===== src/rtl/writeback_stage.sv =====
// writeback_stage: MEM/WB pipeline register, write-data select, halt/error/retire tracking
module writeback_stage #(
    parameter int DATA_W = 16,
    parameter int ADDR_W = 3,
    parameter int CNT_W  = 16
) (
    input  logic              clk,
    input  logic              rst,
    input  logic              in_valid_i,
    input  logic              stall_i,
    input  logic              flush_i,
    input  logic              reg_wrt_i,
    input  logic [ADDR_W-1:0] write_reg_i,
    input  logic [2:0]        reg_wrt_data_src_i,
    input  logic [DATA_W-1:0] alu_result_i,
    input  logic [DATA_W-1:0] mem_data_i,
    input  logic [DATA_W-1:0] next_pc_i,
    input  logic [DATA_W-1:0] imm_i,
    input  logic              cond_i,
    input  logic              halt_i,
    input  logic              in_err_i,
    output logic [DATA_W-1:0] reg_wrt_data_o,
    output logic              reg_wrt_en_o,
    output logic [ADDR_W-1:0] reg_wrt_addr_o,
    output logic              halted_o,
    output logic              err_o,
    output logic [CNT_W-1:0]  retire_cnt_o
);
    typedef struct packed {
        logic              reg_wrt;
        logic [ADDR_W-1:0] waddr;
        logic [2:0]        src;
        logic [DATA_W-1:0] alu;
        logic [DATA_W-1:0] mem;
        logic [DATA_W-1:0] pc;
        logic [DATA_W-1:0] imm;
        logic              cond;
        logic              halt;
        logic              in_err;
    } mw_t;

    mw_t               mw_q, mw_d;
    logic              valid_q, valid_d;
    logic              halted_q, halted_d;
    logic              err_q, err_d;
    logic [CNT_W-1:0]  cnt_q, cnt_d;
    logic              legal, retire;
    logic [DATA_W-1:0] sel;

    assign legal  = mw_q.src <= 3'd4;
    assign retire = valid_q & ~stall_i & ~halted_q;
    assign sel    = mw_q.src == 3'd0 ? mw_q.alu :
                    mw_q.src == 3'd1 ? mw_q.mem :
                    mw_q.src == 3'd2 ? mw_q.pc  :
                    mw_q.src == 3'd3 ? mw_q.imm :
                    mw_q.src == 3'd4 ? {{(DATA_W-1){1'b0}}, mw_q.cond} : '0;

    assign reg_wrt_data_o = valid_q ? sel : '0;
    assign reg_wrt_en_o   = valid_q & mw_q.reg_wrt & ~mw_q.halt & ~halted_q & legal;
    assign reg_wrt_addr_o = mw_q.waddr;
    assign halted_o       = halted_q;
    assign err_o          = err_q;
    assign retire_cnt_o   = cnt_q;

    // Next state: flush and a completed HALT both force a bubble; stall holds the held instruction
    always_comb begin
        mw_d     = (stall_i && !flush_i) ? mw_q :
                   mw_t'{reg_wrt_i, write_reg_i, reg_wrt_data_src_i, alu_result_i, mem_data_i,
                         next_pc_i, imm_i, cond_i, halt_i, in_err_i};
        valid_d  = (flush_i || halted_q) ? 1'b0 : stall_i ? valid_q : in_valid_i;
        halted_d = halted_q | (retire & mw_q.halt);
        err_d    = err_q | (retire & (mw_q.in_err | ~legal));
        cnt_d    = cnt_q + CNT_W'(retire);
    end

    // State registers with synchronous reset to an empty, un-halted, error-free pipeline
    always_ff @(posedge clk) begin
        if (rst) begin
            mw_q     <= '0;
            valid_q  <= 1'b0;
            halted_q <= 1'b0;
            err_q    <= 1'b0;
            cnt_q    <= '0;
        end else begin
            mw_q     <= mw_d;
            valid_q  <= valid_d;
            halted_q <= halted_d;
            err_q    <= err_d;
            cnt_q    <= cnt_d;
        end
    end
endmodule


===== config.mk =====
export PLATFORM = sky130hd
export DESIGN_NAME = writeback_stage
export DESIGN_NICKNAME = d
export VERILOG_FILES = /design/src/rtl/writeback_stage.sv
export SDC_FILE = /design/constraint.sdc
export NUM_CORES = 1
export LEC_CHECK = 0
export ABC_AREA = 1
export CORE_UTILIZATION = 25
export DETAILED_ROUTE_END_ITERATION = 6
export PLACE_DENSITY_LB_ADDON = 0.12
export SYNTH_ARGS = -nofsm -noshare
export SYNTH_HDL_FRONTEND = slang
export SYNTH_SLANG_ARGS = --single-unit

===== constraint.sdc =====
create_clock -name clk -period 4.74 [get_ports clk]
set_input_delay 0.711 -clock clk [delete_from_list [all_inputs] [get_ports clk]]
set_output_delay 0.711 -clock clk [all_outputs]
set_load 0.05 [all_outputs]

==> results of run 1 <==
==> cell usage in the layout (no fill, tap or decap) <==
cell type / count
nor4_1: 1
xor2_1: 1
buf_4: 3
dfxtp_1: 93
a21oi_1: 61
nor3_1: 3
nor3b_1: 1
o31ai_1: 1
clkbuf_16: 9
nand3_1: 7
nor2_4: 2
o21a_1: 1
o21ai_1: 24
o21ai_0: 104
inv_1: 56
inv_2: 5
o21bai_1: 2
nor3_4: 1
nor2_1: 104
ha_1: 2
clkdlybuf4s50_1: 116
nand3_2: 1
or2_1: 1
clkbuf_8: 4
clkinv_2: 1
nand4_1: 2
nand2_1: 67
==> sequential cells by signal, summed over array words and instances, names as in the netlist <==
name and count:
err_o 1, halted_o 1, mw_q 71, reg_wrt_addr_o 3, retire_cnt_o 16, valid_q 1
==> worst min-delay path, cell delays in order, from the launching register on <==
cell and delay (ns):
dfxtp_1 0.30, inv_1 0.05, a21oi_1 0.05
==> power by group <==
group	internal [mW]	leakage (nW)	total, mW	switching, mW
clock network	0.407	0.144	0.700	0.293
logic	0.108	1.27	0.251	0.143
registers	0.828	0.770	0.851	0.0228
==> per-layer routing <==
layer,up-vias,wire length (um)
li1,2051,-
met3,13,604
met1,1777,5730
met4,0,202
met5,-,0
met2,84,5910
==> worst max path at each step <==
stage,start,endpoint
finish,mw_q[69],reg_wrt_data_o[10]
global route,mw_q[69],reg_wrt_data_o[12]
CTS,mw_q[69],reg_wrt_data_o[10]
detailed placement,mw_q[69],reg_wrt_data_o[10]
global placement,mw_q[69],reg_wrt_data_o[1]
floorplan,halted_o,reg_wrt_en_o
==> area by class of cell <==
cell class                 count  share of cell area, %
clock inverter                 1                 0.0892
clock buffer                  13                   4.99
tap                          216                   4.81
multi-input combinational    386                   31.8
sequential                    93                   33.2
timing repair buffer         119                   21.1
inverter                      61                   4.08
==> through the flow <==
step | utilization (%) | power (mW) | std cells | instance area, um2
after global placement | 33.5 | 1.12 | 875 | 5330
after global routing | 35.3 | 1.90 | 889 | 5610
after floorplan | - | 1.01 | 575 | 4060
after CTS | 35.3 | 1.84 | 889 | 5610
final | 35.3 | 1.80 | 889 | 5610
after detailed placement | 33.5 | 1.12 | 875 | 5330
==> cells by family (layout without fill, tap and decap cells) <==
logic type               after synthesis  in the layout  share of synthesized area [%]
flip-flops                            93             93                           45.8
buffers and inverters                 96            194                           10.3
AO/OA/AOI/OAI                        193            193                           24.0
AND/OR/NAND/NOR                      190            190                           19.0
adder cells (fa/ha/maj)                2              2                          0.616
XOR/XNOR                               1              1                          0.216
==> summary.md, run 1 <==
| Metric | Value |
|---|---|
| Run status | finished, final reports clean |
| Gr usage total | roughly 15% |
| Place WS | about 1.5 ns |
| Per-instance average area after synthesis | roughly 7.1 um2 |
| Largest net degree at the start of global routing | approximately 110 |
| Max stage delay on crit path | 0.84 ns |
| Clk buf depth | 2 |
| Hpwl dp | roughly 8.6 mm |
| Number of max-cap violations | 0 |
| GRT busiest layer | met2 |
| Clock root buffer | clkbuf_16 |
| R2R Path End | retire_cnt_o[10] |
| Worst setup SP type | register |
| R2R Setup Slk | ~2.2 ns |
| Post-synth EDFFs | 0 |
| Initial core utilization | approximately 26% |
| Asr flop ratio synth | 0% |
| Stages on worst setup path | 5 |
| Initial antenna violation count | 1 |
| Setup-failing EPs final | 0 |
| Peak supply drop | around 0.00015 V |
| Die Y | ~130 um |
| Synth top area cells | dfxtp_1, o21ai_0, nor2_1, a21oi_1, nand2_1 |
| Top-area cell type share of the netlist area | a little under half |
| DIE AREA | roughly 17000 um2 |
| Number of port buffers | around 120 |
| Htree depth | 3 |
| Wire per inst | roughly 14 um |
| Post-route setup TNS | 0 ns |
| Tmin final | about 3.6 ns |
| Critical path class | register to output pin |
| Global Route met2 Usage | roughly a quarter |
| Critical-path cell list | inv_2, nand2_1, o21ai_0, a21oi_1, clkdlybuf4s50_1 |
| CTS Buf Count | 9 |
| Cell Rows | 46 |
| Final GP Congestion | 0.753 |
| Area Overhead vs Synth | 38.2% |
| Global-route met1 utilization | 18.8% |
| Ys flop type | dfxtp_1 |
| Number of global-route vias before repair | 3832 |
| Worst reg2reg path depth | 10 |
| Core region area | ~16000 um2 |
| Grt met3 use | 3.22% |
| Hold Crit Endpoint | mw_q[22] |
| CP Max Fanout | 30 |
| CTS tree | built |
| CP top delay family | buffers and inverters |
| CP Capture Type | output pin |
| Arrival @ worst endpoint | approximately 2.8 ns |
| Total congestion overflow | 0 |
| Leading cell types by count after synthesis | nor2_1, o21ai_0, dfxtp_1 |
| CTS Hold Bufs | 0 |
| Final Hold Viols | 0 |
| RSZ-0062 raised after global routing | false |
| Slew of the pin with the lowest slew margin | 0.949 ns |
| Fillers | between 1500 and 2000 |
| Antenna viol nets, final | 0 |
| Final WL | 12.4 mm |
| Antenna cells | 0 |
| Max Slew Vio Count | 0 |
| Synthesis Warnings | 0 |
| Hold crit path type | register to register |
| DR iter-0 viols | around 170 |
| Synthesis-stage register bit count | 93 |
| Layout cells sized above 1 | about 3.9% |
| Unique masters post-synth | 26 |
| First-pass GRT wire length | a little under 20 mm |
| Vias | 3925 |
| Worst slew margin | 36.8% |
| FF-to-FF Start | valid_q |
| Cell Area, Synth | roughly 4000 um2 |
| Synth Net Count | ~660 |
| Leakage power | 2.19 nW |
| Largest area contributor in the netlist | dfxtp_1 |
| Number of I/O pins | ~120 |
| Post-CTS Setup Inserts | 0 |
| Sequential cell area fraction in the yosys report | a little under half |
| Slowest cell on crit path | clkdlybuf4s50_1 |
| Buffers & Inverters on Critical Path | 2 |
| Pwr dens | about 320 nW/um2 |
| Clock Latency Late Sink | between 0.3 and 0.4 ns |
| Period utilization | around 75% |
| Clock transition at path regs | roughly 0.07 ns |
| Area of the multi-input gates | ~1800 um2 |
| Post_cts resized | 0 |
| Final worst setup slack | approximately 1.2 ns |
| Clk_skew | slightly below 0.006 ns |
| Hold_sp | mw_q[22] |
| CTS Sinks | a little over 90 |
| Drt pass-1 iters | 4 |
| FF/Latch Area | 1860 um2 |
| Nets | 751 |
| Fmax | 281 MHz |
| DIE WIDTH | 129 um |
| Vias per std cell | approximately 4.4 |
| Drt drc | 0 |
| Worst EP required | 4.03 ns |
| Hold path depth | 2 |
| Min Hold Slack | 0.448 ns |
| Cells after Synth | roughly 580 |
No activity file was read; power rests on OpenSTA's default activity.
==> run 2: changes to the inputs <==
Clock period 4.74 ns to 3.2 ns, I/O delays scaled along.
==> summary.md, run 2 (synthesized netlist as in run 1, its figures left out) <==
| Metric | Value |
|---|---|
| First-pass GRT wire length | 20.0 mm (was 19.4 mm) |
| Final GP Congestion | 0.895 (was 0.753) |
| CTS tree | built (unchanged) |
| FF/Latch Area | 1860 um2 (unchanged) |
| Drt pass-1 iters | 4 (unchanged) |
| Critical-path cell list | inv_2, nor2_4, o21ai_1, o21ai_1, nand2_1, a21oi_1, clkdlybuf4s50_1 (was inv_2, nand2_1, o21ai_0, a21oi_1, clkdlybuf4s50_1) |
| Layout cells sized above 1 | 6.75% (was 3.86%) |
| Cell Rows | 46 (unchanged) |
| Critical path class | register to output pin (unchanged) |
| Slew of the pin with the lowest slew margin | 0.570 ns (was 0.949 ns) |
| Slowest cell on crit path | clkdlybuf4s50_1 (unchanged) |
| Initial antenna violation count | 0 (was 1) |
| Antenna viol nets, final | 0 (unchanged) |
| Vias per std cell | 4.41 (was 4.42) |
| Hold path depth | 2 (unchanged) |
| Largest register FFs | 71 (unchanged) |
| Leakage power | 2.24 nW (was 2.19 nW) |
| CP Capture Type | output pin (unchanged) |
| CP Max Fanout | 15 (was 30) |
| Clock root buffer | clkbuf_16 (unchanged) |
| Final non-filler cell total | 897 (was 889) |
| Stages on worst setup path | 7 (was 5) |
| CTS Hold Bufs | 0 (unchanged) |
| Placed instance count | 881 (was 875) |
| Largest net degree at the start of global routing | 109 (unchanged) |
| Worst reg2reg path depth | 11 (was 10) |
| Fmax | 347 MHz |
| Commonest non-fill, non-tap cells in the layout | nor2_1, o21ai_0, clkdlybuf4s50_1 (was clkdlybuf4s50_1, nor2_1, o21ai_0) |
| Post-route setup TNS | 0 ns (unchanged) |
| Clk_skew | 0.00613 ns (was 0.00590 ns) |
| Number of I/O pins | 117 (unchanged) |
| Clock transition at path regs | 0.07 ns (about the same) |
| Most frequent CP cell | o21ai_1 |
| Clock Latency Late Sink | 0.34 ns (about the same) |
| Arrival @ worst endpoint | 2.40 ns (was 2.84 ns) |
| Clk buf depth | 2 (unchanged) |
| FF-to-FF Start | valid_q (unchanged) |
| Tmin final | between 2 and 3 ns |
| CTS Buf Count | 9 (unchanged) |
| Max Slew Vio Count | 0 (unchanged) |
| Fillers | 1742 (was 1746) |
| Final Hold Viols | 0 (unchanged) |
| Worst setup SP type | register (unchanged) |
| Worst slew margin | 61.9% (was 36.8%) |
| Hpwl dp | 9.12 mm (was 8.59 mm) |
| Pwr dens | 481 nW/um2 (was 321 nW/um2) |
| Die Y | 129 um (unchanged) |
| DIE AREA | 16800 um2 (unchanged) |
| CP top delay family | buffers and inverters (unchanged) |
| Worst EP required | 2.72 ns (was 4.03 ns) |
| Number of port buffers | 116 (unchanged) |
| Antenna cells | 0 (unchanged) |
| DIE WIDTH | 129 um (unchanged) |
| Gr usage total | 15.6% (was 15.3%) |
| DR iter-0 viols | 189 (was 167) |
| Total congestion overflow | 0 (unchanged) |
| RSZ-0062 raised after global routing | false (unchanged) |
| Drt drc | 0 (unchanged) |
| Most flops, register | mw_q (unchanged) |
| Peak supply drop | 0.000224 V (was 0.000151 V) |
| Wire per inst | 13.8 um (was 14.0 um) |
| Hold crit path type | register to register (unchanged) |
| Number of max-cap violations | 0 (unchanged) |
| Nets | 757 (was 751) |
| Run status | finished, final reports clean (unchanged) |
| Vias | 3959 (was 3925) |
| Buffers & Inverters on Critical Path | 2 (unchanged) |
| Number of global-route vias before repair | 4004 (was 3832) |
| Final WL | 12.4 mm (about the same) |
| Min Hold Slack | 0.455 ns (was 0.448 ns) |
| Hold_sp | mw_q[37] (was mw_q[22]) |
| CTS Sinks | 93 (unchanged) |
| Setup-failing EPs final | 0 (unchanged) |
| Post_cts resized | 0 (unchanged) |
| Initial core utilization | 25.6% (unchanged) |
| Area Overhead vs Synth | 39.2% (was 38.2%) |
| Max stage delay on crit path | 0.83 ns (was 0.84 ns) |
| Area of the multi-input gates | 1780 um2 (unchanged) |
| Crit path from | mw_q[67] (was mw_q[69]) |
| Period utilization | between 90% and 100% |
| Htree depth | 3 (unchanged) |
| Post-CTS Setup Inserts | 0 (unchanged) |
| Core region area | 15900 um2 (unchanged) |
run 2: through the flow:
step                utilization, %  instance area, um2  setup WS, ns  power [mW]
finish                        35.6                5660         0.320        2.72
global route                  35.6                5660         0.109        2.86
CTS                           35.6                5660         0.302        2.77
detailed placement            33.7                5360         0.688        1.67
global placement              33.7                5360         0.742        1.67
floorplan                        -                4060         0.876        1.50
run 2: cell type report:
class | instances | share of cell area [%]
sequential | 93 | 32.9
tap | 216 | 4.78
multi-input combinational | 386 | 31.5
inverter | 61 | 4.05
clock inverter | 7 | 1.33
timing repair buffer | 125 | 21.4
clock buffer | 9 | 3.98
run 2: final timing paths:
check,slack [ns],endpoint
max,0.32,reg_wrt_data_o[6]
min,0.45,mw_q[37]
max reg2reg,1.02,retire_cnt_o[10]
min reg2reg,0.45,mw_q[37]
run 2: per-layer routing:
| metal | routed length [um] | up-vias | part of all wire (%) | track usage [%] |
|---|---|---|---|---|
| met5 | 0 | - | 0 | 0 |
| met4 | 59 | 0 | 0.48 | 3.49 |
| met3 | 869 | 2 | 7.0 | 4.91 |
| met2 | 5990 | 113 | 48 | 27.1 |
| met1 | 5440 | 1786 | 44 | 18.8 |
| li1 | - | 2058 | - | - |
run 2: report_power, final:
group	switching (mW)	leakage, nW	internal, mW
logic	0.215	1.33	0.167
registers	0.0336	0.770	1.23
clock network	0.471	0.138	0.608
total	0.720	2.24	2.00
run 2: worst register-to-register path, cell delays in order (launching register included):
cell     delay, ns
dfxtp_1       0.31
buf_4         0.18
inv_1         0.11
or2_1         0.25
nor2_1        0.15
ha_1          0.20
ha_1          0.20
nand2_1       0.08
nor2_1        0.29
nand3_1       0.14
xor2_1        0.14
nor2_1        0.05
==> run 3: changes to the inputs <==
Settings changed: CTS_BUF_LIST set to sky130_fd_sc_hd__clkbuf_16, MAX_ROUTING_LAYER set to met4.
==> summary.md, run 3 (synthesized netlist as in run 1, its figures left out) <==
| Metric | Value |
|---|---|
| Final Hold Viols | 0 (unchanged) |
| Slew of the pin with the lowest slew margin | 0.562 ns (was 0.570 ns) |
| Critical path class | register to output pin (unchanged) |
| CP Capture Type | output pin (unchanged) |
| Number of port buffers | 116 (unchanged) |
| Setup-failing EPs final | 0 (unchanged) |
| Initial core utilization | 25.6% (unchanged) |
| Area Overhead vs Synth | 39.2% (unchanged) |
| R2R Setup Slk | 1.03 ns (was 1.02 ns) |
| Hpwl dp | 9.12 mm (unchanged) |
| Peak supply drop | 0.000223 V (was 0.000224 V) |
| Post-route setup TNS | 0 ns (unchanged) |
| DIE AREA | 16800 um2 (unchanged) |
| Post_cts resized | 0 (unchanged) |
| Final GP Congestion | 0.910 (was 0.895) |
| First-pass GRT wire length | 20.0 mm (about the same) |
| Worst slew margin | 62.4% (was 61.9%) |
| Tmin final | 2.89 ns (was 2.88 ns) |
| Hold crit path type | register to register (unchanged) |
| Drt drc | 0 (unchanged) |
| CTS tree | built (unchanged) |
| Nets | 757 (unchanged) |
| Post-CTS Setup Inserts | 0 (unchanged) |
| Arrival @ worst endpoint | 2.41 ns (was 2.40 ns) |
| Wire per inst | 13.8 um (about the same) |
| Number of I/O pins | 117 (unchanged) |
| Clock transition at path regs | 0.06 ns (was 0.07 ns) |
| Global Route met2 Usage | 27.0% (was 27.1%) |
| CTS Sinks | 93 (unchanged) |
| Area of the multi-input gates | 1780 um2 (unchanged) |
| Cell Rows | 46 (unchanged) |
| Post-route cell area | 5660 um2 (unchanged) |
| Largest register FFs | 71 (unchanged) |
| Max Slew Vio Count | 0 (unchanged) |
| CP Max Fanout | 15 (unchanged) |
| Leakage power | 2.24 nW (unchanged) |
| Total congestion overflow | 0 (unchanged) |
| Htree depth | 3 (unchanged) |
| CTS Hold Bufs | 0 (unchanged) |
| Run status | finished, final reports clean (unchanged) |
| Gr usage total | 16.1% (was 15.6%) |
| Clock Latency Late Sink | 0.35 ns (was 0.34 ns) |
| Pwr dens | 481 nW/um2 (about the same) |
| Clock root buffer | clkbuf_16 (unchanged) |
| Period utilization | 90.5% (was 90.0%) |
| Global-route met1 utilization | 19.1% (was 18.8%) |
| Fillers | 1742 (unchanged) |
| Clk buf depth | 2 (unchanged) |
| Clk_skew | 0.00641 ns (was 0.00613 ns) |
| DIE WIDTH | 129 um (unchanged) |
| Initial antenna violation count | 0 (unchanged) |
| Most flops, register | mw_q (unchanged) |
| Placement Cell Area | 5360 um2 (unchanged) |
| Grt met3 use | 4.75% (was 4.91%) |
| Number of global-route vias before repair | 4014 (was 4004) |
| Antenna cells | 0 (unchanged) |
| Largest net degree at the start of global routing | 109 (unchanged) |
| Commonest non-fill, non-tap cells in the layout | nor2_1, o21ai_0, clkdlybuf4s50_1 (unchanged) |
| GRT busiest layer | met2 (unchanged) |
| Drt pass-1 iters | 5 (was 4) |
| Die Y | 129 um (unchanged) |
| CTS Buf Count | 9 (unchanged) |
| FF/Latch Area | 1860 um2 (unchanged) |
| Vias | 3972 (was 3959) |
| Final WL | 12.4 mm (about the same) |
| DR iter-0 viols | 208 (was 189) |
| Antenna viol nets, final | 0 (unchanged) |
| Worst EP required | 2.72 ns (about the same) |
| Number of max-cap violations | 0 (unchanged) |
| Core region area | 15900 um2 (unchanged) |
| Fmax | 345 MHz (was 347 MHz) |
| Vias per std cell | 4.43 (was 4.41) |
| Layout cells sized above 1 | 6.75% (unchanged) |
| Worst setup SP type | register (unchanged) |
| RSZ-0062 raised after global routing | false (unchanged) |
[run 3: cell counts in the layout (fill, tap and decap cells not counted)]
Identical to the previous run, type by type.
[run 3: critical path: stages, from the launching register on]
cell and delay (ns):
dfxtp_1 0.41, inv_2 0.12, nor2_4 0.29, o21ai_1 0.12, o21ai_1 0.09, nand2_1 0.07
a21oi_1 0.15, clkdlybuf4s50_1 0.83
[run 3: power breakdown]
group	switching [mW]	internal, mW
Sequential	0.0336	1.23
Clock	0.470	0.608
Combinational	0.215	0.167
[run 3: path summary, 6_finish.rpt]
kind | from | endpoint | cells after the start
setup / recovery | mw_q[67] | reg_wrt_data_o[6] | 7
hold / removal | mw_q[37] | mw_q[37] | 2
setup reg to reg | valid_q | retire_cnt_o[10] | 11
hold reg to reg | mw_q[37] | mw_q[37] | 2
[run 3: final cells by class]
class / instances / area share [%]
clock buffer: 9 / 3.98
clock inverter: 7 / 1.33
inverter: 61 / 4.05
multi-input combinational: 386 / 31.5
sequential: 93 / 32.9
tap: 216 / 4.78
timing repair buffer: 125 / 21.4
[run 3: metal layers]
layer	up-vias	wire, um
li1	2061	-
met1	1795	5690
met2	109	5880
met3	7	711
met4	0	112
met5	-	0
[run 3: through the flow]
step                setup WS, ns  instances  hold WS (ns)  total power, mW  util (%)
finish                     0.305        897         0.455             2.72      35.6
CTS                        0.302        897         0.457             2.77      35.6
detailed placement         0.688        881         0.446             1.67      33.7
global route               0.109        897         0.471             2.86      35.6
global placement           0.742        881         0.437             1.67      33.7
floorplan                  0.876        575         0.425             1.50         -
